--- src/rtl/steer_quad_gen_pkg.sv ---
// steer_pkg: shared types and helpers for the steering quadrature generator.
//   step_t    : step request encoding passed from the step engine to quad_phase
//   fsm_t     : digital ramp FSM states
//   gray2     : 2-bit phase to quadrature {A,B} encoding
//   PEND_MAX  : saturation limit of the default-width spinner accumulator
package steer_pkg;

  typedef enum logic [1:0] {
    STEP_NONE = 2'd0,
    STEP_CW   = 2'd1,
    STEP_CCW  = 2'd2
  } step_t;

  typedef enum logic {
    ST_IDLE = 1'b0,
    ST_HOLD = 1'b1
  } fsm_t;

  localparam int unsigned PEND_W_DEF = 8;
  localparam int          PEND_MAX   = (2 ** (PEND_W_DEF - 1)) - 1;

  // Symmetric saturation limit for a signed accumulator of width w.
  function automatic int pend_max(input int unsigned w);
    return (2 ** (w - 1)) - 1;
  endfunction

  // 0->00, 1->01, 2->11, 3->10
  function automatic logic [1:0] gray2(input logic [1:0] phase);
    return {phase[1], phase[1] ^ phase[0]};
  endfunction

endpackage

--- src/rtl/steer_quad_gen_quad_phase.sv ---
// quad_phase: holds the quadrature phase and the registered outputs.
// Ports:
//   CLK, Reset_n  : clock, asynchronous active-low reset
//   step_valid    : qualifies step (one cycle per step-engine tick)
//   step          : requested step direction (STEP_NONE = no step)
//   steer         : registered gray-coded phase {A,B}
//   step_o        : one-cycle pulse per emitted step
//   dir_o         : direction of the last step (1 = clockwise), held
module quad_phase
  import steer_pkg::*;
(
  input  logic       CLK,
  input  logic       Reset_n,
  input  logic       step_valid,
  input  step_t      step,
  output logic [1:0] steer,
  output logic       step_o,
  output logic       dir_o
);

  logic [1:0] phase_q;
  logic [1:0] phase_nxt;
  logic       do_step;

  assign do_step   = step_valid && (step != STEP_NONE);
  assign phase_nxt = (step == STEP_CW) ? phase_q + 2'd1 : phase_q - 2'd1;

  // Phase register and output stage; outputs update the cycle after the tick.
  always_ff @(posedge CLK or negedge Reset_n) begin
    if (!Reset_n) begin
      phase_q <= 2'd0;
      steer   <= 2'b00;
      step_o  <= 1'b0;
      dir_o   <= 1'b0;
    end else begin
      step_o <= 1'b0;
      if (do_step) begin
        phase_q <= phase_nxt;
        steer   <= gray2(phase_nxt);
        step_o  <= 1'b1;
        dir_o   <= (step == STEP_CW);
      end
    end
  end

endmodule

--- src/rtl/steer_quad_gen.sv ---
// steer_quad_gen: turns left/right steering requests (and, optionally, spinner
// deltas) into the 2-bit quadrature pattern for the Sprint 2 core.
// Optional feature macro: STEER_SPIN_EN (spinner pending-step accumulator).
// Ports:
//   CLK, Reset_n : clock, asynchronous active-low reset
//   left, right  : digital steering levels (exactly one = request)
//   spin_delta   : signed relative motion, sampled when spin_strobe = 1
//   spin_strobe  : one-cycle qualifier for spin_delta
//   steer        : registered quadrature {A,B}
//   step_o       : one-cycle pulse per emitted step
//   dir_o        : direction of the last step (1 = clockwise)
module steer_quad_gen
  import steer_pkg::*;
#(
  parameter int unsigned CLKDIV      = 22500,
  parameter int unsigned PERIOD_SLOW = 8,
  parameter int unsigned PERIOD_FAST = 2,
  parameter int unsigned RAMP_STEPS  = 4,
  parameter int unsigned PEND_W      = 8
) (
  input  logic       CLK,
  input  logic       Reset_n,
  input  logic       left,
  input  logic       right,
  input  logic [7:0] spin_delta,
  input  logic       spin_strobe,
  output logic [1:0] steer,
  output logic       step_o,
  output logic       dir_o
);

  localparam int unsigned PRE_W  = (CLKDIV > 1) ? $clog2(CLKDIV) : 1;
  localparam int unsigned CNT_W  = $clog2(PERIOD_SLOW + 1);
  // One spare value so ramp+1 never wraps, even for RAMP_STEPS = 1.
  localparam int unsigned RAMP_W = $clog2(RAMP_STEPS + 2);

  logic [PRE_W-1:0]  pre_q;
  logic              tick;
  logic              req_cw;
  logic              req_ccw;
  logic              req_any;

  fsm_t              state_q, state_d;
  logic [CNT_W-1:0]  rate_q, rate_d;
  logic [CNT_W-1:0]  period_q, period_d;
  logic [RAMP_W-1:0] ramp_q, ramp_d;
  logic [RAMP_W-1:0] ramp_inc;
  logic              held_cw_q, held_cw_d;

  step_t             dig_step;
  step_t             spin_step;
  step_t             step_sel;

  // Prescaler: one tick per CLKDIV cycles.
  assign tick = (pre_q == PRE_W'(CLKDIV - 1));

  always_ff @(posedge CLK or negedge Reset_n) begin
    if (!Reset_n) begin
      pre_q <= '0;
    end else begin
      pre_q <= tick ? '0 : pre_q + PRE_W'(1);
    end
  end

  assign req_cw   = right & ~left;
  assign req_ccw  = left & ~right;
  assign req_any  = req_cw | req_ccw;
  assign ramp_inc = ramp_q + RAMP_W'(1);

  // Ramp FSM state register.
  always_ff @(posedge CLK or negedge Reset_n) begin
    if (!Reset_n) begin
      state_q   <= ST_IDLE;
      rate_q    <= '0;
      period_q  <= CNT_W'(PERIOD_SLOW);
      ramp_q    <= '0;
      held_cw_q <= 1'b0;
    end else begin
      state_q   <= state_d;
      rate_q    <= rate_d;
      period_q  <= period_d;
      ramp_q    <= ramp_d;
      held_cw_q <= held_cw_d;
    end
  end

  // Ramp FSM next state; a reversal restarts the ramp and steps on the same tick.
  always_comb begin
    state_d   = state_q;
    rate_d    = rate_q;
    period_d  = period_q;
    ramp_d    = ramp_q;
    held_cw_d = held_cw_q;
    dig_step  = STEP_NONE;
    if (tick) begin
      case (state_q)
        ST_IDLE: begin
          if (req_any) begin
            dig_step  = req_cw ? STEP_CW : STEP_CCW;
            state_d   = ST_HOLD;
            rate_d    = '0;
            ramp_d    = RAMP_W'(1);
            held_cw_d = req_cw;
          end
        end
        ST_HOLD: begin
          if (!req_any) begin
            state_d  = ST_IDLE;
            rate_d   = '0;
            ramp_d   = '0;
            period_d = CNT_W'(PERIOD_SLOW);
          end else if (req_cw != held_cw_q) begin
            dig_step  = req_cw ? STEP_CW : STEP_CCW;
            rate_d    = '0;
            ramp_d    = RAMP_W'(1);
            period_d  = CNT_W'(PERIOD_SLOW);
            held_cw_d = req_cw;
          end else if (rate_q == period_q - CNT_W'(1)) begin
            dig_step = held_cw_q ? STEP_CW : STEP_CCW;
            rate_d   = '0;
            if (ramp_inc >= RAMP_W'(RAMP_STEPS)) begin
              ramp_d = '0;
              if (period_q > CNT_W'(PERIOD_FAST)) begin
                period_d = period_q - CNT_W'(1);
              end
            end else begin
              ramp_d = ramp_inc;
            end
          end else begin
            rate_d = rate_q + CNT_W'(1);
          end
        end
        default: state_d = ST_IDLE;
      endcase
    end
  end

`ifdef STEER_SPIN_EN
  localparam int unsigned SUM_W  = ((PEND_W > 8) ? PEND_W : 8) + 2;
  localparam int          PLIM_I = pend_max(PEND_W);
  localparam logic signed [SUM_W-1:0] PLIM = SUM_W'(PLIM_I);
  localparam logic signed [SUM_W-1:0] NLIM = -SUM_W'(PLIM_I);

  logic signed [PEND_W-1:0] pend_q, pend_d;
  logic signed [SUM_W-1:0]  pend_ext;
  logic signed [SUM_W-1:0]  delta_ext;
  logic signed [SUM_W-1:0]  sum;
  logic                     spin_go;

  assign pend_ext  = {{(SUM_W - PEND_W){pend_q[PEND_W-1]}}, pend_q};
  assign delta_ext = {{(SUM_W - 8){spin_delta[7]}}, spin_delta};
  // Spinner steps only when the digital path is idle and not requesting.
  assign spin_go   = tick && (state_q == ST_IDLE) && !req_any && (pend_q != '0);

  // Accumulate strobed delta and drain one step toward zero, then saturate.
  always_comb begin
    sum       = pend_ext;
    spin_step = STEP_NONE;
    if (spin_strobe) begin
      sum = sum + delta_ext;
    end
    if (spin_go) begin
      if (pend_q[PEND_W-1]) begin
        sum       = sum + SUM_W'(1);
        spin_step = STEP_CCW;
      end else begin
        sum       = sum - SUM_W'(1);
        spin_step = STEP_CW;
      end
    end
    if (sum > PLIM) begin
      pend_d = PLIM[PEND_W-1:0];
    end else if (sum < NLIM) begin
      pend_d = NLIM[PEND_W-1:0];
    end else begin
      pend_d = sum[PEND_W-1:0];
    end
  end

  always_ff @(posedge CLK or negedge Reset_n) begin
    if (!Reset_n) begin
      pend_q <= '0;
    end else begin
      pend_q <= pend_d;
    end
  end
`else
  logic unused_spin;
  assign unused_spin = ^{spin_delta, spin_strobe, PEND_W[0]};
  assign spin_step   = STEP_NONE;
`endif

  // Digital request has priority over the spinner.
  assign step_sel = (dig_step != STEP_NONE) ? dig_step : spin_step;

  quad_phase u_quad_phase (
    .CLK        (CLK),
    .Reset_n    (Reset_n),
    .step_valid (tick),
    .step       (step_sel),
    .steer      (steer),
    .step_o     (step_o),
    .dir_o      (dir_o)
  );

endmodule

--- config.mk ---
export PLATFORM = sky130hd
export DESIGN_NAME = steer_quad_gen
export DESIGN_NICKNAME = d
export VERILOG_FILES = /design/src/rtl/steer_quad_gen_pkg.sv /design/src/rtl/steer_quad_gen_quad_phase.sv /design/src/rtl/steer_quad_gen.sv
export SDC_FILE = /design/constraint.sdc
export NUM_CORES = 1
export LEC_CHECK = 0
export ABC_AREA = 0
export BUFFER_PORTS_ARGS = -buffer_cell sky130_fd_sc_hd__buf_2
export CORE_ASPECT_RATIO = 1.1
export CORE_MARGIN = 2
export CORE_UTILIZATION = 63
export CTS_BUF_LIST = sky130_fd_sc_hd__clkbuf_8 sky130_fd_sc_hd__clkbuf_16
export DETAILED_ROUTE_END_ITERATION = 10
export HOLD_SLACK_MARGIN = 0.05
export PLACE_DENSITY = 0.95
export REMOVE_ABC_BUFFERS = 1
export SETUP_SLACK_MARGIN = 0.02
export SYNTH_ARGS = -nofsm -noshare
export SYNTH_HDL_FRONTEND = slang
export SYNTH_SLANG_ARGS = --single-unit
export TNS_END_PERCENT = 1
--- constraint.sdc ---
create_clock -name CLK -period 4.5 [get_ports CLK]
set_clock_uncertainty 0.2 [all_clocks]
set_input_delay 1.35 -clock CLK [delete_from_list [all_inputs] [get_ports CLK]]
set_output_delay 1.35 -clock CLK [all_outputs]
set_load 0.05 [all_outputs]
==> flow_summary_export.csv, run 1 <==
group,metric,value,unit
logic_synthesis,synth_top_area_cell,"dfrtp_1",
power_and_ir_drop,p_sw,0.130,mW
grt,grt_max_degree,34,
critical_path,r2r_cells,8,
sta,layout_setup_ws,1370,ps
detailed_routing,first_pass_iters,4,
finish,n_antenna_cell,0,
clock_network,cts.sinks,33,
floorplanning,die_y,60.8,um
clock_network,root_buffer,"clkbuf_8",
power_and_ir_drop,vdd_drop_max,0.431,mV
sta,maxSlewHeadroom,0.300,
logic_synthesis,yosysMostFrequentCell,"dfrtp_1",
detailed_routing,drt_iter0_markers,39,
logic_synthesis,synth_common_cells,"dfrtp_1, nor2_1, nand2_1, nand3_1, o21ai_0",
sta,slew_viol_final,0,
worst_hold_path,hold_path_end,"ramp_q[1]$_DFFE_PN0P_",
sta,fin_setup_tns,0,ps
power_and_ir_drop,p_int,0.485,mW
finish,final_cells,236,
placed_design,place_ws,1080,ps
critical_path,r2r-end,"u_quad_phase.steer[1]$_DFFE_PN0P_",
finish,fillers,209,
logic_synthesis,synth-edff-count,0,
sta,fin_crit_sh,0.696,
critical_path,start_kind,"input port",
detailed_routing,drc_errors,0,
clock_network,cts_hold_buffers,0,
critical_path,required,4500,ps
floorplanning,die_w,55.6,um
grt,grt_first_pass_wirelength,6.56,mm
logic_synthesis,ys_warn_count,0,
detailed_routing,detail-route-antenna-nets,0,
sta,max_clock_freq,319,MHz
detailed_routing,post_drt_via_cell_ratio,6.17,
placed_design,post-place-cells,228,
sta,tightest_slew,1040,ps
power_and_ir_drop,p_comb_frac,0.044,
logic_synthesis,synth_seq_cells,33,
floorplanning,start_util,0.664,
floorplanning,core_area,2780,um2
clock_network,cts_max_path_buffers,2,
clock_network,h-tree-depth,2,
floorplanning,rows,20,
power_and_ir_drop,p_sw_frac,0.212,
logic_synthesis,ys_seq_area_frac,0.448,
sta,rsz0062_at_grt,"no",
logic_synthesis,ys_async_sr_fraction,1.00,
logic_synthesis,yosys-top-cells-area,"dfrtp_1, ha_1, xnor2_1",
logic_synthesis,avgSynthCellArea,9.71,um2
detailed_routing,vias,1455,
placed_design,dpl.hpwl,2.86,mm
grt,overflow,0,
finish,drive_gt1_frac,0.118,
logic_synthesis,postSynthCellCount,190,
critical_path,worst-path-max-fanout,6,
floorplanning,io_pins,17,
detailed_routing,avgRoutedWirePerCell,16.3,um
clock_network,numCtsBuffers,5,
placed_design,place_congestion,0.887,
power_and_ir_drop,power.leakage,0.913,nW
clock_network,cts_tree,"done",
clock_network,clkLatencyLatePin,290,ps
logic_synthesis,synth_top_cell_area_share,0.434,
critical_path,critPathCaptureType,"flop",
critical_path,worstSetupPathType,"input port to flop",
critical_path,rrSetupSlack,1630,ps
sta,period_needed,3130,ps
placed_design,port_buffers,7,
power_and_ir_drop,pwr-share-clk,0.471,
worst_hold_path,min-delay-path-class,"flop to flop",
grt,grt_pass1_vias,1556,
logic_synthesis,ys.flop_type,"dfrtp_1",
logic_synthesis,syn-cell-area,1850,um2
clock_network,post_cts_buffers,0,
power_and_ir_drop,power_density,302,nW/um2
critical_path,cp.arrival,3130,ps
finish,area_delta_synth_final,10.5,%
sta,hold_viol,0,
detailed_routing,wirelength,3.85,mm
critical_path,reg2reg_from,"period_q[0]$_DFFE_PN0P_",
clock_network,cts_resized,0,
sta,setup_viol,0,
grt,antenna_found_initial,0,
power_and_ir_drop,p_seq_frac,0.485,
worst_hold_path,holdPathStages,2,
floorplanning,die_area,3380,um2
clock_network,clkTransAtPathRegs,70,ps
worst_hold_path,min_from,"ramp_q[1]$_DFFE_PN0P_",
grt,grt.total_usage,0.259,
logic_synthesis,synth.distinct_cells,45,
finish,fin_nets,223,
job,drv_cap,0,
run_status,status,"finished clean",
==> metal layers <==
metal / part of all wire / up-vias / track usage
li1: - / 690 / -
met1: 0.38 / 724 / 0.251
met2: 0.55 / 31 / 0.493
met3: 0.039 / 10 / 0.0682
met4: 0.028 / 0 / 0.171
met5: 0 / - / 0
==> area by class of cell <==
class,count,area [um2],share of cell area
clock buffer,6,82.6,0.0405
multi-input combinational,145,975,0.478
clock inverter,2,37.5,0.0184
sequential,33,827,0.406
tap,33,41.3,0.0202
inverter,9,33.8,0.0166
timing repair buffer,8,42.5,0.0209
==> power by group through the flow <==
stage	Clock (mW)	Combinational, mW	Sequential (mW)
6_report	0.290	0.0270	0.298
5_1_grt	0.308	0.0316	0.298
4_1_cts	0.296	0.0274	0.298
3_5_place_dp	0	0.0275	0.304
3_3_place_gp	0	0.0249	0.304
2_1_floorplan	0	0.0153	0.304
==> how the worst max path moves through the flow <==
| stage | start | end | cells after the start |
|---|---|---|---|
| finish | left | rate_q[3]$_DFFE_PN0P_ | 9 |
| global route | left | rate_q[3]$_DFFE_PN0P_ | 9 |
| CTS | left | u_quad_phase.steer[1]$_DFFE_PN0P_ | 7 |
| detailed placement | left | u_quad_phase.steer[1]$_DFFE_PN0P_ | 7 |
| global placement | left | u_quad_phase.steer[1]$_DFFE_PN0P_ | 7 |
| floorplan | left | u_quad_phase.steer[1]$_DFFE_PN0P_ | 6 |
==> kinds of logic (layout without fill, tap and decap cells) <==
group                    after synthesis  count (layout)  synth area share
flip-flops                            33              33             0.448
adder cells (fa/ha/maj)                8               8            0.0542
AND/OR/NAND/NOR                       78              78             0.218
AO/OA/AOI/OAI                         36              36             0.126
XOR/XNOR                              21              21             0.115
multiplexers                           2               2            0.0115
buffers and inverters                 12              25            0.0264
==> through the flow <==
step	hold slack (ps)	area [um2]	total power, mW	util
6_report	300	2040	0.615	0.734
5_1_grt	329	2040	0.638	0.734
4_1_cts	297	2040	0.622	0.734
3_5_place_dp	285	1920	0.331	0.691
3_3_place_gp	263	1920	0.329	0.691
2_1_floorplan	247	1830	0.319	-
==> state kept, by name, summed over array words and instances, names as in the netlist <==
signal and flops:
pre_q 15, period_q 4, rate_q 4, ramp_q 3, u_quad_phase.steer 2, held_cw_q 1, state_q 1, u_quad_phase.dir_o 1
u_quad_phase.phase_q 1, u_quad_phase.step_o 1
==> cells in the final DEF, fill, tap and decap left out, drive strengths merged, types with 2 or more instances in the layout <==
| master | n |
|---|---|
| nand2b | 2 |
| xor2 | 11 |
| buf | 8 |
| nand2 | 16 |
| xnor2 | 9 |
| nor4 | 2 |
| nor2 | 19 |
| clkbuf | 6 |
| or4 | 2 |
| nand3 | 14 |
| and3 | 4 |
| dfrtp | 32 |
| ha | 8 |
| a21oi | 9 |
| o31ai | 4 |
| nand3b | 2 |
| nor2b | 4 |
| o21ai | 11 |
| inv | 9 |
| nor3 | 5 |
| nand4 | 3 |
==> critical path: stages <==
cell and delay, ps:
buf_2 90, inv_1 50, ha_1 240, xor2_1 190, nor2_1 310, nand2_1 160
a21oi_1 310, nand3_1 170, o31ai_1 250
No activity file was read; power rests on OpenSTA's default activity.
==> inputs of run 2 (changes only) <==
- ABC_AREA: 0 -> 1
- CORE_UTILIZATION: 63 -> 53
- PLACE_DENSITY: 0.95 -> 0.86
- clock period: 4.5 -> 2.6 ns (I/O delays scaled with it)
==> run 2 against run 1 <==
Final cell count rose by 33%. Sequential share of layout area fell by 2.2 points. Clock-buffer cell count fell by 1. Clock power rose by 25%. Critical path type unchanged. Die area rose by 25%.
==> flow_summary_export.csv, run 2 <==
group,metric,value,unit
finish,largest-register,"pre_q",
clock_network,cts_resized,0,
detailed_routing,avgRoutedWirePerCell,11.4,um
worst_hold_path,holdPathStages,1,
clock_network,cts_max_path_buffers,2,
detailed_routing,post_drt_via_cell_ratio,5.10,
logic_synthesis,yosys-top-cells-area,"dfrtp_1, nand2_1, inv_1",
critical_path,required,2610,ps
power_and_ir_drop,power_density,444,nW/um2
detailed_routing,first_pass_iters,4,
clock_network,cts_tree,"done",
logic_synthesis,synth_top_cell_area_share,0.407,
clock_network,cts_hold_buffers,0,
critical_path,start_kind,"input port",
critical_path,crit_path_max_incr_delay,240,ps
logic_synthesis,synth_seq_cells,33,
logic_synthesis,postSynthCellCount,249,
clock_network,clkTransAtPathRegs,60,ps
detailed_routing,drc_errors,0,
sta,maxSlewHeadroom,0.529,
detailed_routing,wirelength,3.61,mm
worst_hold_path,min-delay-path-class,"flop to flop",
logic_synthesis,avgSynthCellArea,7.91,um2
job,drv_cap,0,
sta,slew_viol_final,0,
floorplanning,die_area,4220,um2
grt,grt_first_pass_wirelength,6.46,mm
logic_synthesis,synth_top_area_cell,"dfrtp_1",
logic_synthesis,synth_common_cells,"nand2_1, inv_1, dfrtp_1, nor2_1, nand3_1",
floorplanning,rows,23,
critical_path,worstSetupPathType,"input port to flop",
sta,fin_crit_sh,0.855,
floorplanning,core_area,3600,um2
critical_path,worst-path-max-fanout,4,
finish,largest_registers,"pre_q: 15 flops, period_q: 4 flops, rate_q: 4 flops",
finish,finish.utilization,0.600,
sta,fin_setup_tns,0,ps
logic_synthesis,ys_warn_count,0,
clock_network,numCtsBuffers,5,
sta,rsz0062_at_grt,"no",
power_and_ir_drop,vdd_drop_max,0.390,mV
grt,grt.total_usage,0.198,
critical_path,reg2reg_from,"period_q[1]$_DFFE_PN0P_",
placed_design,place_congestion,0.826,
critical_path,crit_top_cell,"inv_1",
logic_synthesis,ys_seq_area_frac,0.420,
logic_synthesis,ys.flop_type,"dfrtp_1",
placed_design,port_buffers,7,
logic_synthesis,ys_async_sr_fraction,1.00,
critical_path,crit_path_start,"left",
clock_network,clkLatencyLatePin,290,ps
grt,grt_max_degree,34,
finish,n_antenna_cell,0,
critical_path,critPathCaptureType,"flop",
critical_path,crit_slowest_cell,"ha_1",
finish,area_delta_synth_final,9.53,%
clock_network,post_cts_buffers,0,
clock_network,h-tree-depth,2,
logic_synthesis,syn-cell-area,1970,um2
sta,tightest_slew,706,ps
grt,antenna_found_initial,0,
floorplanning,die_y,67.9,um
floorplanning,start_util,0.547,
clock_network,root_buffer,"clkbuf_8",
floorplanning,die_w,62.1,um
sta,period_needed,2220,ps
sta,setup_viol,0,
finish,drive_gt1_frac,0.174,
worst_hold_path,min_from,"pre_q[0]$_DFF_PN0_",
critical_path,cp.arrival,2240,ps
sta,max_clock_freq,450,MHz
critical_path,path_cells,"buf_2 > inv_1 > ha_1 > xnor2_1 > nand2_1 > inv_1 > nand2_1 > nor2_1 > inv_1 > o21ai_0 > a21boi_1",
grt,overflow,0,
critical_path,r2r_cells,12,
logic_synthesis,yosysMostFrequentCell,"nand2_1",
worst_hold_path,hold_path_end,"pre_q[0]$_DFF_PN0_",
detailed_routing,drt_iter0_markers,68,
critical_path,rrSetupSlack,410,ps
finish,fillers,315,
clock_network,cts.sinks,33,
grt,grt_pass1_vias,1552,
logic_synthesis,synth-edff-count,0,
power_and_ir_drop,power.leakage,1.04,nW
finish,final_common_cell,"nand2_1",
detailed_routing,vias,1607,
run_status,status,"finished clean",
critical_path,r2r-end,"u_quad_phase.steer[1]$_DFFE_PN0P_",
floorplanning,io_pins,17,
finish,largest_reg_flops,15,
finish,mostFrequentLayoutCells,"nand2_1, inv_1, dfrtp_1",
detailed_routing,detail-route-antenna-nets,0,
finish,fin_nets,285,
placed_design,dpl.hpwl,2.77,mm
sta,hold_viol,0,
logic_synthesis,synth.distinct_cells,33,
==> run 2: power breakdown <==
part           switching, mW  internal, mW
sequential           0.00126         0.516
combinational         0.0528        0.0261
clock                  0.181         0.181
==> run 2: area by class of cell <==
type | count | area, um2 | area share
Sequential cell | 33 | 827 | 0.383
Multi-Input combinational cell | 172 | 971 | 0.450
Inverter | 43 | 164 | 0.0760
Clock inverter | 3 | 13.8 | 0.00638
Clock buffer | 5 | 68.8 | 0.0319
Timing Repair Buffer | 9 | 50.0 | 0.0232
Tap cell | 50 | 62.6 | 0.0290
==> run 2: cells by family (layout without fill, tap and decap cells) <==
group | after synthesis | after routing | synth area share
XOR/XNOR | 6 | 6 | 0.0267
flip-flops | 33 | 33 | 0.420
AO/OA/AOI/OAI | 36 | 36 | 0.111
buffers and inverters | 44 | 60 | 0.0870
adder cells (fa/ha/maj) | 8 | 8 | 0.0508
AND/OR/NAND/NOR | 122 | 122 | 0.304
==> run 2: worst max-delay path, delay by kind of cell <==
kind,cells,cell delay (ps)
simple gates,3,340
compound gates,2,340
xor+xnor,1,210
fa+ha+maj,1,240
buf+inv,4,320
==> run 2: worst max path at each step <==
stage                                             end  slack (ps)
floorplan                       ramp_q[0]$_DFFE_PN0P_         320
global placement              period_q[0]$_DFFE_PN0P_         110
detailed placement              rate_q[0]$_DFFE_PN0P_          80
CTS                             rate_q[0]$_DFFE_PN0P_         360
global route        u_quad_phase.steer[0]$_DFFE_PN0P_         190
finish                          rate_q[0]$_DFFE_PN0P_         380
==> run 2: metal layers <==
| layer | vias to the layer above | track usage | wire [um] |
|---|---|---|---|
| met1 | 742 | 0.229 | 1590 |
| met2 | 20 | 0.349 | 1810 |
| met5 | - | 0 | 0 |
| met3 | 10 | 0.0395 | 117 |
| li1 | 835 | - | - |
| met4 | 0 | 0.119 | 96 |
==> run 2: metrics by stage <==
step	hold slack [ps]	worst slack, ps	instance area, um2	instances	total power [mW]
final	256	377	2160	315	0.958
after global routing	293	188	2160	315	1.01
after CTS	260	362	2160	315	0.970
after detailed placement	252	75.9	2070	307	0.606
after global placement	247	110	2070	307	0.604
after floorplan	233	324	1960	248	0.578
